File: src/rtl/wheel_pkg.sv
`default_nettype none
// ============================================================================
// Module   : wheel_pkg
// Purpose  : Shared types and sizing helpers for the wheel direction decoder
//            and the downstream bogey counter.
// Revision : 1.0 - initial release
// ============================================================================
package wheel_pkg;

  // Pattern FSM states over the filtered sensor pair {fa, fb}
  typedef enum logic [2:0] {
    IDLE   = 3'd0,  // 00
    S_A    = 3'd1,  // 10
    S_AB   = 3'd2,  // 11
    S_B    = 3'd3,  // 01
    RESYNC = 3'd4   // after an illegal jump, waiting for 00
  } wheel_state_e;

  // Side through which the wheel entered the sensor pair
  typedef enum logic [1:0] {
    NONE   = 2'd0,
    SIDE_A = 2'd1,
    SIDE_B = 2'd2
  } entry_side_e;

  // Bits needed to hold the value max_val (at least one bit)
  function automatic int cnt_width(input int max_val);
    return (max_val < 2) ? 1 : $clog2(max_val + 1);
  endfunction

  localparam int DEBOUNCE_CYCLES_DEFAULT = 4;
  localparam int STUCK_CYCLES_DEFAULT    = 1000;
  localparam int DEBOUNCE_CYCLES_MAX     = 255;
  localparam int STUCK_CYCLES_MAX        = (1 << 20) - 1;

  localparam int DEBOUNCE_CNT_W     = cnt_width(DEBOUNCE_CYCLES_DEFAULT);
  localparam int STUCK_CNT_W        = cnt_width(STUCK_CYCLES_DEFAULT);
  localparam int DEBOUNCE_CNT_W_MAX = cnt_width(DEBOUNCE_CYCLES_MAX);
  localparam int STUCK_CNT_W_MAX    = cnt_width(STUCK_CYCLES_MAX);

endpackage
`default_nettype wire

File: src/rtl/wheel_direction_decoder_sensor_debounce.sv
`default_nettype none
// ============================================================================
// Module   : sensor_debounce
// Purpose  : Two-flop synchroniser followed by a hold-time debounce filter
//            for one raw track-side wheel sensor.
// Revision : 1.0 - initial release
// ============================================================================
module sensor_debounce
  import wheel_pkg::*;
#(
  parameter int DEBOUNCE_CYCLES = 4
) (
  input  logic Clk,
  input  logic Reset_n,
  input  logic raw,
  output logic filt
);

  localparam int               CNT_W    = cnt_width(DEBOUNCE_CYCLES);
  // The counter "reaches" DEBOUNCE_CYCLES on the cycle it would step past
  // this value, which is when the filtered value is updated.
  localparam logic [CNT_W-1:0] CNT_LAST = CNT_W'(DEBOUNCE_CYCLES - 1);

  logic             sync1;
  logic             sync2;
  logic [CNT_W-1:0] cnt;

  // Bring the asynchronous sensor into the Clk domain
  always_ff @(posedge Clk or negedge Reset_n) begin
    if (!Reset_n) begin
      sync1 <= 1'b0;
      sync2 <= 1'b0;
    end else begin
      sync1 <= raw;
      sync2 <= sync1;
    end
  end

  // Accept a new level only after it has differed for DEBOUNCE_CYCLES cycles
  always_ff @(posedge Clk or negedge Reset_n) begin
    if (!Reset_n) begin
      cnt  <= '0;
      filt <= 1'b0;
    end else if (sync2 == filt) begin
      cnt <= '0;
    end else if (cnt == CNT_LAST) begin
      filt <= sync2;
      cnt  <= '0;
    end else begin
      cnt <= cnt + 1'b1;
    end
  end

endmodule
`default_nettype wire

File: src/rtl/wheel_direction_decoder.sv
`default_nettype none
// ============================================================================
// Module   : wheel_direction_decoder
// Purpose  : Turns two raw wheel sensors (A then B along the track) into
//            single-cycle a2b / b2a wheel-passage pulses, with illegal-jump
//            error pulses and a stuck indicator.
// Revision : 1.0 - initial release
// ============================================================================
module wheel_direction_decoder
  import wheel_pkg::*;
#(
  parameter int DEBOUNCE_CYCLES = 4,
  parameter int STUCK_CYCLES    = 1000
) (
  input  logic Clk,
  input  logic Reset_n,
  input  logic sens_a,
  input  logic sens_b,
  output logic a2b,
  output logic b2a,
  output logic err,
  output logic stuck
);

  localparam int                 STUCK_W   = cnt_width(STUCK_CYCLES);
  localparam logic [STUCK_W-1:0] STUCK_MAX = STUCK_W'(STUCK_CYCLES);

  logic               fa;
  logic               fb;
  logic [1:0]         pair;

  wheel_state_e       state;
  wheel_state_e       next_state;
  entry_side_e        entry;
  entry_side_e        next_entry;
  logic               next_a2b;
  logic               next_b2a;
  logic               next_err;
  logic [STUCK_W-1:0] stuck_cnt;
  logic [STUCK_W-1:0] next_stuck_cnt;

  sensor_debounce #(
    .DEBOUNCE_CYCLES(DEBOUNCE_CYCLES)
  ) u_deb_a (
    .Clk    (Clk),
    .Reset_n(Reset_n),
    .raw    (sens_a),
    .filt   (fa)
  );

  sensor_debounce #(
    .DEBOUNCE_CYCLES(DEBOUNCE_CYCLES)
  ) u_deb_b (
    .Clk    (Clk),
    .Reset_n(Reset_n),
    .raw    (sens_b),
    .filt   (fb)
  );

  assign pair = {fa, fb};

  // Pattern decode: neighbour moves are legal, a two-bit jump is an error
  always_comb begin
    next_state = state;
    next_entry = entry;
    next_a2b   = 1'b0;
    next_b2a   = 1'b0;
    next_err   = 1'b0;
    case (state)
      IDLE: begin
        case (pair)
          2'b10: begin next_state = S_A; next_entry = SIDE_A; end
          2'b01: begin next_state = S_B; next_entry = SIDE_B; end
          2'b11: begin next_state = RESYNC; next_err = 1'b1; end
          default: ;
        endcase
      end
      S_A: begin
        case (pair)
          2'b00: begin
            next_state = IDLE;
            next_entry = NONE;
            next_b2a   = (entry == SIDE_B);
          end
          2'b11: next_state = S_AB;
          2'b01: begin next_state = RESYNC; next_entry = NONE; next_err = 1'b1; end
          default: ;
        endcase
      end
      S_AB: begin
        case (pair)
          2'b10: next_state = S_A;
          2'b01: next_state = S_B;
          2'b00: begin next_state = RESYNC; next_entry = NONE; next_err = 1'b1; end
          default: ;
        endcase
      end
      S_B: begin
        case (pair)
          2'b00: begin
            next_state = IDLE;
            next_entry = NONE;
            next_a2b   = (entry == SIDE_A);
          end
          2'b11: next_state = S_AB;
          2'b10: begin next_state = RESYNC; next_entry = NONE; next_err = 1'b1; end
          default: ;
        endcase
      end
      RESYNC: begin
        // Only a clean 00 re-arms the decoder
        if (pair == 2'b00) begin
          next_state = IDLE;
          next_entry = NONE;
        end
      end
      default: begin
        next_state = RESYNC;
        next_entry = NONE;
      end
    endcase
  end

  // Time spent away from IDLE, saturating; cleared as IDLE is entered
  always_comb begin
    next_stuck_cnt = stuck_cnt;
    if (next_state == IDLE) begin
      next_stuck_cnt = '0;
    end else if ((state != IDLE) && (stuck_cnt != STUCK_MAX)) begin
      next_stuck_cnt = stuck_cnt + 1'b1;
    end
  end

  // Register FSM state and all outputs
  always_ff @(posedge Clk or negedge Reset_n) begin
    if (!Reset_n) begin
      state     <= IDLE;
      entry     <= NONE;
      a2b       <= 1'b0;
      b2a       <= 1'b0;
      err       <= 1'b0;
      stuck_cnt <= '0;
      stuck     <= 1'b0;
    end else begin
      state     <= next_state;
      entry     <= next_entry;
      a2b       <= next_a2b;
      b2a       <= next_b2a;
      err       <= next_err;
      stuck_cnt <= next_stuck_cnt;
      stuck     <= (next_stuck_cnt == STUCK_MAX);
    end
  end

endmodule
`default_nettype wire
File: config.mk
export PLATFORM = sky130hd
export DESIGN_NAME = wheel_direction_decoder
export DESIGN_NICKNAME = d
export VERILOG_FILES = /design/src/rtl/wheel_pkg.sv /design/src/rtl/wheel_direction_decoder_sensor_debounce.sv /design/src/rtl/wheel_direction_decoder.sv
export SDC_FILE = /design/constraint.sdc
export NUM_CORES = 1
export LEC_CHECK = 0
export CAP_MARGIN = 20
export CORE_ASPECT_RATIO = 1.1
export CORE_UTILIZATION = 50
export DETAILED_ROUTE_END_ITERATION = 10
export PLACE_DENSITY = 0.76
export SLEW_MARGIN = 10
export SYNTH_ARGS = -nofsm -noshare
export SYNTH_HDL_FRONTEND = slang
export SYNTH_SLANG_ARGS = --single-unit
File: constraint.sdc
create_clock -name Clk -period 5.6 [get_ports Clk]
set_clock_uncertainty 0.05 [all_clocks]
set_input_delay 0.84 -clock Clk [delete_from_list [all_inputs] [get_ports Clk]]
set_output_delay 0.84 -clock Clk [all_outputs]
set_load 0.005 [all_outputs]
==> results of run 1 <==
power breakdown:
group | internal, mW | switching, mW
Clock | 0.105 | 0.0790
Sequential | 0.268 | 0.0676
Combinational | 0.164 | 0.195
Total | 0.537 | 0.341
stage by stage:
step | hold slack [ps] | cell area (um2) | util | cells | worst slack (ps)
2_1_floorplan | 281.2 | 1769 | - | 163 | 3635
3_3_place_gp | 289.7 | 1854 | 0.5522 | 214 | 3456
3_5_place_dp | 285.7 | 1854 | 0.5522 | 214 | 3398
4_1_cts | 313.0 | 1941 | 0.5779 | 222 | 3370
5_1_grt | 339.2 | 1941 | 0.5779 | 222 | 3203
6_report | 316.1 | 1941 | 0.5779 | 222 | 3388
synth_stat cells, types with 2 or more instances:
library cell	instances	area, um2
a21oi_1	4	20.02
a21oi_2	2	17.52
buf_6	4	45.04
dfrtp_1	31	775.7
ha_1	12	150.1
inv_1	8	30.03
mux2i_1	3	30.03
nand2_1	11	41.29
nand2b_1	3	18.77
nand3b_1	2	15.01
nor2_1	16	60.06
nor2b_1	6	37.54
nor3_1	6	30.03
nor3_2	2	20.02
nor3b_1	4	30.03
nor4_1	3	18.77
nor4b_1	2	17.52
o21ai_0	4	20.02
or3_1	2	12.51
xnor2_1	8	70.07
xor2_1	4	35.03
critical path, stage by stage, from the launching register on:
cell and delay (ps):
dfrtp_1 470, inv_1 160, ha_1 330, or3_1 330, a21oi_1 180, a2111oi_2 70
a21oi_2 170, mux2_1 330
cell families (layout without fill, tap and decap cells):
group / count (synthesis) / after routing
multiplexers: 5 / 5
flip-flops: 31 / 31
AND/OR/NAND/NOR: 68 / 68
XOR/XNOR: 12 / 12
buffers and inverters: 13 / 24
adder cells (fa/ha/maj): 12 / 12
AO/OA/AOI/OAI: 22 / 22
layer usage:
metal,vias up,part of all wire,GRT usage
li1,593,-,-
met1,601,0.43,0.2431
met2,34,0.51,0.3376
met3,6,0.041,0.05466
met4,0,0.013,0.1012
met5,-,0,0
state kept, by name, indices dropped and copies added, names as in the netlist:
signal	count
stuck_cnt	10
state	3
u_deb_a.cnt	3
u_deb_b.cnt	3
entry	2
a2b	1
b2a	1
err	1
stuck	1
u_deb_a.filt	1
u_deb_a.sync1	1
u_deb_a.sync2	1
u_deb_b.filt	1
u_deb_b.sync1	1
u_deb_b.sync2	1
layout make-up:
class	instances	area, um2
clock buffers	6	51.30
clock inverters	2	35.03
fillers	296	1418
inverters	8	30.03
multi-input cells	119	910.9
flip-flops and latches	31	775.7
well taps	48	60.06
repair buffers	8	77.57
path summary, 6_finish.rpt:
path / start / end / slack (ps)
max: u_deb_a.filt$_DFFE_PN0P_ / entry[0]$_DFFE_PN0P_ / 3390
min: u_deb_b.sync1$_DFF_PN0_ / u_deb_b.sync2$_DFF_PN0_ / 320
max reg2reg: u_deb_a.filt$_DFFE_PN0P_ / entry[0]$_DFFE_PN0P_ / 3390
min reg2reg: u_deb_b.sync1$_DFF_PN0_ / u_deb_b.sync2$_DFF_PN0_ / 320
max in group asynchronous: Reset_n / u_deb_a.cnt[2]$_DFF_PN0_ / 4390
min in group asynchronous: Reset_n / stuck_cnt[0]$_DFF_PN0_ / 830
==> metrics.md, run 1 <==
| Metric | Value |
|---|---|
| Status | completed |
| CTS buffer count | 5 |
| Yosys reg bits | 31 |
| Mapped Cells | 163 |
| DRT Pass-1 Iters | 6 |
| Commonest non-fill, non-tap cell in the layout | dfrtp_1 |
| CTS Hold Bufs | 0 |
| Xor/xnor share of the synthesized area | 0.05941 |
| Startpoint Class | flop |
| Die area | 3781 um2 |
| Relative slew slack | 0.5553 |
| Period utilization | 0.3950 |
| Max-cap check violation count | 0 |
| Synth Area in Compound Gates | 0.1082 |
| Number of global-route vias before repair | 1258 |
| Worst hold stages | 0 |
| Synthesized-area fraction occupied by adder cells | 0.08487 |
| Final min period | 2212 ps |
| R2R cell count | 7 |
| I/O Buffers | 7 |
| Synthesized netlist net count | 179 |
| Most frequent cells in the layout | dfrtp_1 (31), nor2_1 (16), ha_1 (12) |
| P&R area growth vs syn | 9.689% |
| Fmax | 452.1 MHz |
| Hold Violations, Final | 0 |
| Fraction of the mapped netlist area in simple logic gates | 0.2263 |
| # H-tree levels | 2 |
| Starting Density | 0.5268 |
| Syn_area_per_cell | 10.85 um2 |
| Overall power | 878.3 uW |
| Final ANT Viol Nets | 0 |
| PwrDens | 452.6 nW/um2 |
| Register area share after synthesis | 0.4385 |
| Layout Nets | 189 |
| Worst skew pair latency | 330 ps |
| Gr usage total | 0.2048 |
| Worst vdd ir | 0.2738 mV |
| Largest net degree at the start of global routing | 32 |
| CP max FO | 8 |
| Count of final setup violators | 0 |
| Post-CTS resize count | 0 |
| Arrival @ worst endpoint | 2380 ps |
| Critical path data required time | 5770 ps |
| Max-slew violations | 0 |
| Root Driver | clkbuf_4 |
| Least-Margin Pin Slew | 667.0 ps |
| Clock buffer depth | 2 |
| Critical path type | flop to flop |
| Via count | 1234 |
| Global-route wire length before repair | 5.692 mm |
| Predominant post-synthesis flop cell | dfrtp_1 |
| Main combinational cell family by area after synthesis | simple AND/OR/NAND/NOR gates |
| Synth unique cells | 47 |
| Iter 0 DRT Violations | 53 |
| Hold Path Class | flop to flop |
| DRC viols | 0 |
| Post CTS Setup Buffer Count | 0 |
| Asr flop ratio synth | 1.000 |
| Synthesis warning total | 0 |
| Number of synthesized flops with an enable pin | 0 |
| Die W | 58.72 um |
| RD Place Congestion | 0.7954 |
| Die Y | 64.39 um |
| IO Count | 8 |
| RSZ-0062 raised after global routing | no |
| CTS tree | yes |
| Row cnt | 22 |
| Cell Area, Synth | 1769 um2 |
| Area of the core | 3358 um2 |
| Clock Pin Slew Worst Setup and Hold Paths | 100 ps |
| N_diodes | 0 |
| Fraction of layout cells with a size suffix above 1 | 0.1322 |
| DP HPWL | 2.283 mm |
| Vias per cell | 5.559 |
| Total global routing overflow | 0 |
| Setup TNS | 0 ps |
| Final WL | 3.209 mm |
| Initial antenna violation count | 0 |
| Multiplexer share of the synthesized area | 0.03607 |
| Routed len/inst | 14.45 um |
| Leak | 0.8195 nW |
| Worst setup EP type | flop |
| TritonCTS sink count | 31 |
Power figures use the tool's default switching activity.
==> inputs of run 2 (changes only) <==
--- a/config.mk
+++ b/config.mk
@@ -9,7 +9,7 @@
 export CORE_ASPECT_RATIO = 1.1
 export CORE_UTILIZATION = 50
 export DETAILED_ROUTE_END_ITERATION = 10
-export PLACE_DENSITY = 0.76
+export PLACE_DENSITY = 0.79
 export SLEW_MARGIN = 10
 export SYNTH_ARGS = -nofsm -noshare
 export SYNTH_HDL_FRONTEND = slang
==> constraint.sdc (replaced) <==
create_clock -name Clk -period 1.98 [get_ports Clk]
set_clock_uncertainty 0.05 [all_clocks]
set_input_delay 0.297 -clock Clk [delete_from_list [all_inputs] [get_ports Clk]]
set_output_delay 0.297 -clock Clk [all_outputs]
set_load 0.005 [all_outputs]
==> metrics.md, run 2 (synthesized netlist as in run 1, its figures left out) <==
| Metric | Value |
|---|---|
| Period utilization | 1.003 (+0.6078) |
| Sw frac | 0.3780 (-0.01070) |
| Worst skew pair latency | 330 ps (about the same) |
| Seq pwr share | 0.294 (-0.088) |
| Final WL | 3.419 mm (+6.5%) |
| I/O Buffers | 7 (unchanged) |
| DRT Pass-1 Iters | 4 (-2) |
| N_diodes | 0 (unchanged) |
| Die W | 58.72 um (unchanged) |
| Vias per cell | 5.500 (-1.1%) |
| Hold Violations, Final | 0 (unchanged) |
| Initial antenna violation count | 0 (unchanged) |
| Slowest cell delay on critical path | 430 ps (-40 ps) |
| Worst vdd ir | 0.6751 mV (+150%) |
| Arrival @ worst endpoint | 2170 ps (-210 ps) |
| Violated checks | negative setup slack |
| Cell chain of the critical path | inv_2, buf_6, ha_4, and3b_1, o32ai_2, a21oi_2, nor3_4, clkbuf_16, nor2_1 |
| Max reg flops | 10 (unchanged) |
| Clock buffer depth | 2 (unchanged) |
| Critical path data required time | 2160 ps (-3610 ps) |
| P&R area growth vs syn | 26.73% |
| Iter 0 DRT Violations | 38 (-28%) |
| Final ANT Viol Nets | 0 (unchanged) |
| Clock Pin Slew Worst Setup and Hold Paths | 100 ps (about the same) |
| Die area | 3781 um2 (unchanged) |
| Startpoint Class | flop |
| Via count | 1331 (+7.9%) |
| Relative slew slack | 0.6806 (+0.1253) |
| PwrDens | 1394 nW/um2 (+210%) |
| Leak | 0.9277 nW (+13%) |
| Worst setup EP type | flop |
| DP HPWL | 2.291 mm (+0.33%) |
| CTS buffer count | 5 (unchanged) |
| Pre-CTS setup slack | -81.98 ps (-3480 ps) |
| DRC viols | 0 (unchanged) |
| Row cnt | 22 (unchanged) |
| Hold Path Class | primary input to async pin |
| Die Y | 64.39 um (unchanged) |
| Critical path type | flop to flop |
| Switch Pwr | 1.182 mW (+250%) |
| Gr usage total | 0.1967 (-0.008071) |
| TritonCTS sink count | 31 (unchanged) |
| CTS tree | yes |
| Most flop-heavy register | stuck_cnt |
| Least-Margin Pin Slew | 479.1 ps (-187.9 ps) |
| Largest net degree at the start of global routing | 32 (unchanged) |
| Logic pwr share | 0.574 (+0.166) |
| Count of final setup violators | 5 (+5) |
| Setup TNS | -19.70 ps (-19.70 ps) |
| Final min period | 1986 ps (-226.3 ps) |
| IO Count | 8 (unchanged) |
| Commonest non-fill, non-tap cell in the layout | dfrtp_1 |
| Routed len/inst | 14.13 um (-2.3%) |
| Root Driver | clkbuf_4 |
| Layout Nets | 209 (+11%) |
| RSZ-0062 raised after global routing | yes |
| Worst setup margin | -5.573 ps (-3394 ps) |
| Total global routing overflow | 0 (unchanged) |
| Starting Density | 0.5268 (unchanged) |
| Clock Power Share | 0.132 (-0.078) |
| Crit-path slowest cell | dfrtp_1 |
| Fmax | 503.6 MHz (+11%) |
| # H-tree levels | 2 (unchanged) |
| Global-route wire length before repair | 5.547 mm (-2.5%) |
| CTS Hold Bufs | 0 (unchanged) |
| Most frequent cells in the layout | dfrtp_1 (27), nor2_1 (15), buf_4 (15) |
| Int Pwr | 1.944 mW (+260%) |
| Status | complete, but fails checks |
| Max-slew violations | 0 (unchanged) |
| Area of the core | 3358 um2 (unchanged) |
| CP max FO | 5 (-3) |
| Fraction of layout cells with a size suffix above 1 | 0.3351 (+0.2029) |
| RD Place Congestion | 0.8234 (+3.5%) |
| Number of global-route vias before repair | 1369 (+8.8%) |
| Max-cap check violation count | 0 (unchanged) |
run 2: cell count changes in the layout (fill, tap and decap cells not counted), moves of 2 or more:
| cell | change |
|---|---|
| a21oi_1 | -3 |
| a21oi_2 | +3 |
| buf_4 | +14 |
| buf_6 | +4 |
| dfrtp_1 | -4 |
| dfrtp_2 | +4 |
| ha_1 | -6 |
| ha_2 | +2 |
| ha_4 | +4 |
| inv_1 | -2 |
| inv_2 | +2 |
run 2: power groups by stage:
stage          clock [mW]  combinational (mW)  sequential, mW
6_report            0.413                1.79           0.920
5_1_grt             0.455                1.93           0.942
4_1_cts             0.426                1.35           0.898
3_5_place_dp            0                1.29           0.913
3_3_place_gp            0                1.24           0.902
2_1_floorplan           0               0.969           0.858
run 2: worst paths after layout:
path                                          startpoint                  endpoint  slack (ps)  cells past startpoint
worst max-delay path            u_deb_b.filt$_DFFE_PN0P_    stuck_cnt[9]$_DFF_PN0_          -6                      9
worst min-delay path                             Reset_n           stuck$_DFF_PN0_         290                      2
worst max register to register  u_deb_b.filt$_DFFE_PN0P_    stuck_cnt[9]$_DFF_PN0_          -6                      9
worst min register to register   u_deb_b.sync1$_DFF_PN0_   u_deb_b.sync2$_DFF_PN0_         310                      0
max in group asynchronous                        Reset_n  u_deb_a.filt$_DFFE_PN0P_        1280                      2
min in group Clk                 u_deb_b.sync1$_DFF_PN0_   u_deb_b.sync2$_DFF_PN0_         310                      0
run 2: area by class of cell:
class / instances / area [um2]
sequential: 31 / 780.7
clock buffer: 8 / 68.82
fill: 250 / 1116
inverter: 8 / 30.03
tap: 48 / 60.06
multi-input combinational: 119 / 1030
timing repair buffer: 28 / 272.8
run 2: worst max-delay path, delay by kind of cell, from the launching register on:
kind	cells	cell delay, ps
simple gates	3	500
buf+inv	3	440
flops	1	430
compound gates	2	310
fa+ha+maj	1	150
run 2: what timing repair did:
action | 4_1_cts | 5_1_grt
pin swaps | 1 | 10
gates cloned | 0 | 1
setup endpoints to repair | 2 | 12
buffers inserted | 3 | 5
resized for setup | 4 | 31
run 2: routing by layer:
layer  vias to the layer above  track usage  share of wire
li1                        632            -              -
met1                       660       0.2183           0.40
met2                        27       0.3333           0.53
met3                        12      0.04656          0.031
met4                         0       0.1220          0.036
met5                         -            0              0
run 2: per-stage QoR:
step / hold WS [ps] / instances / util / total power, mW / instance area (um2)
floorplan: -48.59 / 163 / - / 1.827 / 1769
global placement: 283.9 / 225 / 0.5805 / 2.139 / 1949
detailed placement: 301.2 / 225 / 0.5805 / 2.207 / 1949
CTS: 301.4 / 236 / 0.6110 / 2.679 / 2052
global route: 327.5 / 242 / 0.6677 / 3.329 / 2242
finish: 294.7 / 242 / 0.6677 / 3.126 / 2242
==> inputs of run 3 (changes only) <==
--- a/config.mk
+++ b/config.mk
@@ -8,8 +8,10 @@
 export CAP_MARGIN = 20
 export CORE_ASPECT_RATIO = 1.1
 export CORE_UTILIZATION = 50
+export CTS_CLUSTER_DIAMETER = 150
 export DETAILED_ROUTE_END_ITERATION = 10
-export PLACE_DENSITY = 0.79
+export MAX_ROUTING_LAYER = met4
+export PLACE_DENSITY = 0.76
 export SLEW_MARGIN = 10
 export SYNTH_ARGS = -nofsm -noshare
 export SYNTH_HDL_FRONTEND = slang
==> constraint.sdc (replaced) <==
create_clock -name Clk -period 1.87 [get_ports Clk]
set_clock_uncertainty 0.05 [all_clocks]
set_input_delay 0.2805 -clock Clk [delete_from_list [all_inputs] [get_ports Clk]]
set_output_delay 0.2805 -clock Clk [all_outputs]
set_load 0.005 [all_outputs]
==> metrics.md, run 3 (synthesized netlist as in run 1, its figures left out) <==
| Metric | Value |
|---|---|
| Multi-input logic area | 1074 um2 (+4.3%) |
| Final WL | 3.798 mm (+11%) |
| Die W | 58.72 um (unchanged) |
| I/O Buffers | 7 (unchanged) |
| Sw frac | 0.3937 (+0.01567) |
| # H-tree levels | 2 (unchanged) |
| Critical path type | flop to flop |
| DRT Pass-1 Iters | 4 (unchanged) |
| Fillcell total | 264 (+5.6%) |
| Status | complete, but fails checks |
| Vias per cell | 5.430 (-1.3%) |
| Number of global-route vias before repair | 1326 (-3.1%) |
| N_diodes | 0 (unchanged) |
| Logic pwr share | 0.583 (+0.009) |
| Via count | 1352 (+1.6%) |
| Period utilization | 1.021 (+0.01801) |
| P&R area growth vs syn | 29.49% |
| Worst setup EP type | flop |
| Startpoint Class | flop |
| Die Y | 64.39 um (unchanged) |
| Setup TNS | -165.1 ps (-145.4 ps) |
| Worst setup margin | -38.94 ps (-33.37 ps) |
| Post-DP Area | 2013 um2 (+3.3%) |
| CP max FO | 7 (+2) |
| CTS tree | yes |
| Worst skew pair latency | 330 ps (about the same) |
| Area of the core | 3358 um2 (unchanged) |
| Critical path data required time | 2030 ps (-130 ps) |
| Hold WS | 277.5 ps (-17.15 ps) |
| Most frequent cells in the layout | dfrtp_1 (27), buf_4 (25), nor2_1 (14) |
| Fraction of layout cells with a size suffix above 1 | 0.3831 (+0.04803) |
| Least-Margin Pin Slew | 443.2 ps (-35.96 ps) |
| DP HPWL | 2.484 mm (+8.4%) |
| Seq pwr share | 0.301 (+0.007) |
| Final ANT Viol Nets | 0 (unchanged) |
| Largest net degree at the start of global routing | 32 (unchanged) |
| Overall power | 3.189 mW (+2.0%) |
| Hold Violations, Final | 0 (unchanged) |
| Most flop-heavy register | stuck_cnt |
| Clock buffer depth | 2 (unchanged) |
| Row cnt | 22 (unchanged) |
| Finished layout cell area | 2291 um2 (+2.2%) |
| CTS buffer count | 5 (unchanged) |
| Global-route wire length before repair | 5.906 mm (+6.5%) |
| Worst vdd ir | 0.7584 mV (+12%) |
| Inst Count DP | 233 (+3.6%) |
| Int Pwr | 1.934 mW (-0.54%) |
| Starting Density | 0.5268 (unchanged) |
| Pre-CTS setup slack | -77.27 ps (+4.706 ps) |
| Max-cap check violation count | 0 (unchanged) |
| Total global routing overflow | 0 (unchanged) |
| RD Place Congestion | 0.8165 (-0.84%) |
| DRC viols | 0 (unchanged) |
| Routed len/inst | 15.25 um (+8.0%) |
| Final min period | 1909 ps (-76.63 ps) |
| IO Count | 8 (unchanged) |
| Initial antenna violation count | 0 (unchanged) |
| Layout Nets | 216 (+3.3%) |
| Reg area | 780.7 um2 (unchanged) |
| Max-slew violations | 0 (unchanged) |
| Gr usage total | 0.2131 (+0.01645) |
| Switch Pwr | 1.256 mW (+6.3%) |
| Clock Power Share | 0.116 (-0.016) |
| PwrDens | 1392 nW/um2 (-0.14%) |
| Relative slew slack | 0.7046 (+0.02398) |
| Fmax | 523.9 MHz (+4.0%) |
| Post-layout util | 0.6822 (+0.01453) |
| Violated checks | negative setup slack |
| Hold Path Class | primary input to async pin |
| Leak | 0.9493 nW (+2.3%) |
| Root Driver | clkbuf_4 |
| Iter 0 DRT Violations | 73 (+92%) |
| Final Instance Count excl. Fillers | 249 (+2.9%) |
| Commonest non-fill, non-tap cell in the layout | dfrtp_1 |
| Clock Pin Slew Worst Setup and Hold Paths | 100 ps (about the same) |
| Max reg flops | 10 (unchanged) |
| Count of final setup violators | 8 (+3) |
| Die area | 3781 um2 (unchanged) |
| Arrival @ worst endpoint | 2070 ps (-100 ps) |
| RSZ-0062 raised after global routing | yes |
| TritonCTS sink count | 31 (unchanged) |
[run 3: cell count changes in the layout (fill, tap and decap cells not counted), moves of 2 or more]
cell and delta:
buf_4 +10, clkbuf_8 -2, ha_4 +2, inv_1 -2, nor2_2 +2
[run 3: area by class of cell]
cell class              count  area share
multi-input cells         119      0.4686
repair buffers             35      0.1273
clock inverters             1    0.002185
well taps                  48     0.02622
flip-flops and latches     31      0.3408
inverters                   8     0.01529
clock buffers               7     0.01966
[run 3: power by group through the flow]
stage	registers [mW]	clock network, mW	logic, mW
2_1_floorplan	0.914	0	1.05
3_3_place_gp	0.929	0	1.36
3_5_place_dp	0.939	0	1.43
4_1_cts	0.933	0.379	1.56
5_1_grt	0.974	0.402	2.02
6_report	0.959	0.371	1.86
[run 3: routing by layer]
layer | vias up | GRT usage | part of all wire | routed length, um
li1 | 646 | - | - | -
met1 | 668 | 0.2471 | 0.41 | 1571
met2 | 30 | 0.3606 | 0.53 | 2019
met3 | 8 | 0.04453 | 0.036 | 137
met4 | 0 | 0.07738 | 0.018 | 70
met5 | - | - | 0 | 0
[run 3: final timing paths]
| path | cells past startpoint | slack (ps) | to | from |
|---|---|---|---|---|
| max | 8 | -40 | stuck_cnt[8]$_DFF_PN0_ | u_deb_b.filt$_DFFE_PN0P_ |
| min | 2 | 280 | entry[1]$_DFFE_PN0P_ | Reset_n |
| max reg2reg | 8 | -40 | stuck_cnt[8]$_DFF_PN0_ | u_deb_b.filt$_DFFE_PN0P_ |
| min reg2reg | 0 | 310 | u_deb_a.sync2$_DFF_PN0_ | u_deb_a.sync1$_DFF_PN0_ |
| max in group asynchronous | 2 | 1180 | u_deb_a.filt$_DFFE_PN0P_ | Reset_n |
| min in group Clk | 0 | 310 | u_deb_a.sync2$_DFF_PN0_ | u_deb_a.sync1$_DFF_PN0_ |
[run 3: what timing repair did]
item                                    4_1_cts  5_1_grt
pin swaps                                     2        8
endpoints found under the setup margin       12       13
gates resized for setup                       7       35
hold buffers                                  0        0
hold endpoints to repair                      0        0
buffers inserted                              3        5
[run 3: critical path, cell delays in order, from the launching register on]
cell	delay (ps)
dfrtp_1	420
inv_2	150
ha_1	180
nor2b_1	230
o21bai_4	180
a221oi_4	100
nor3_4	280
buf_6	160
nor2_1	50
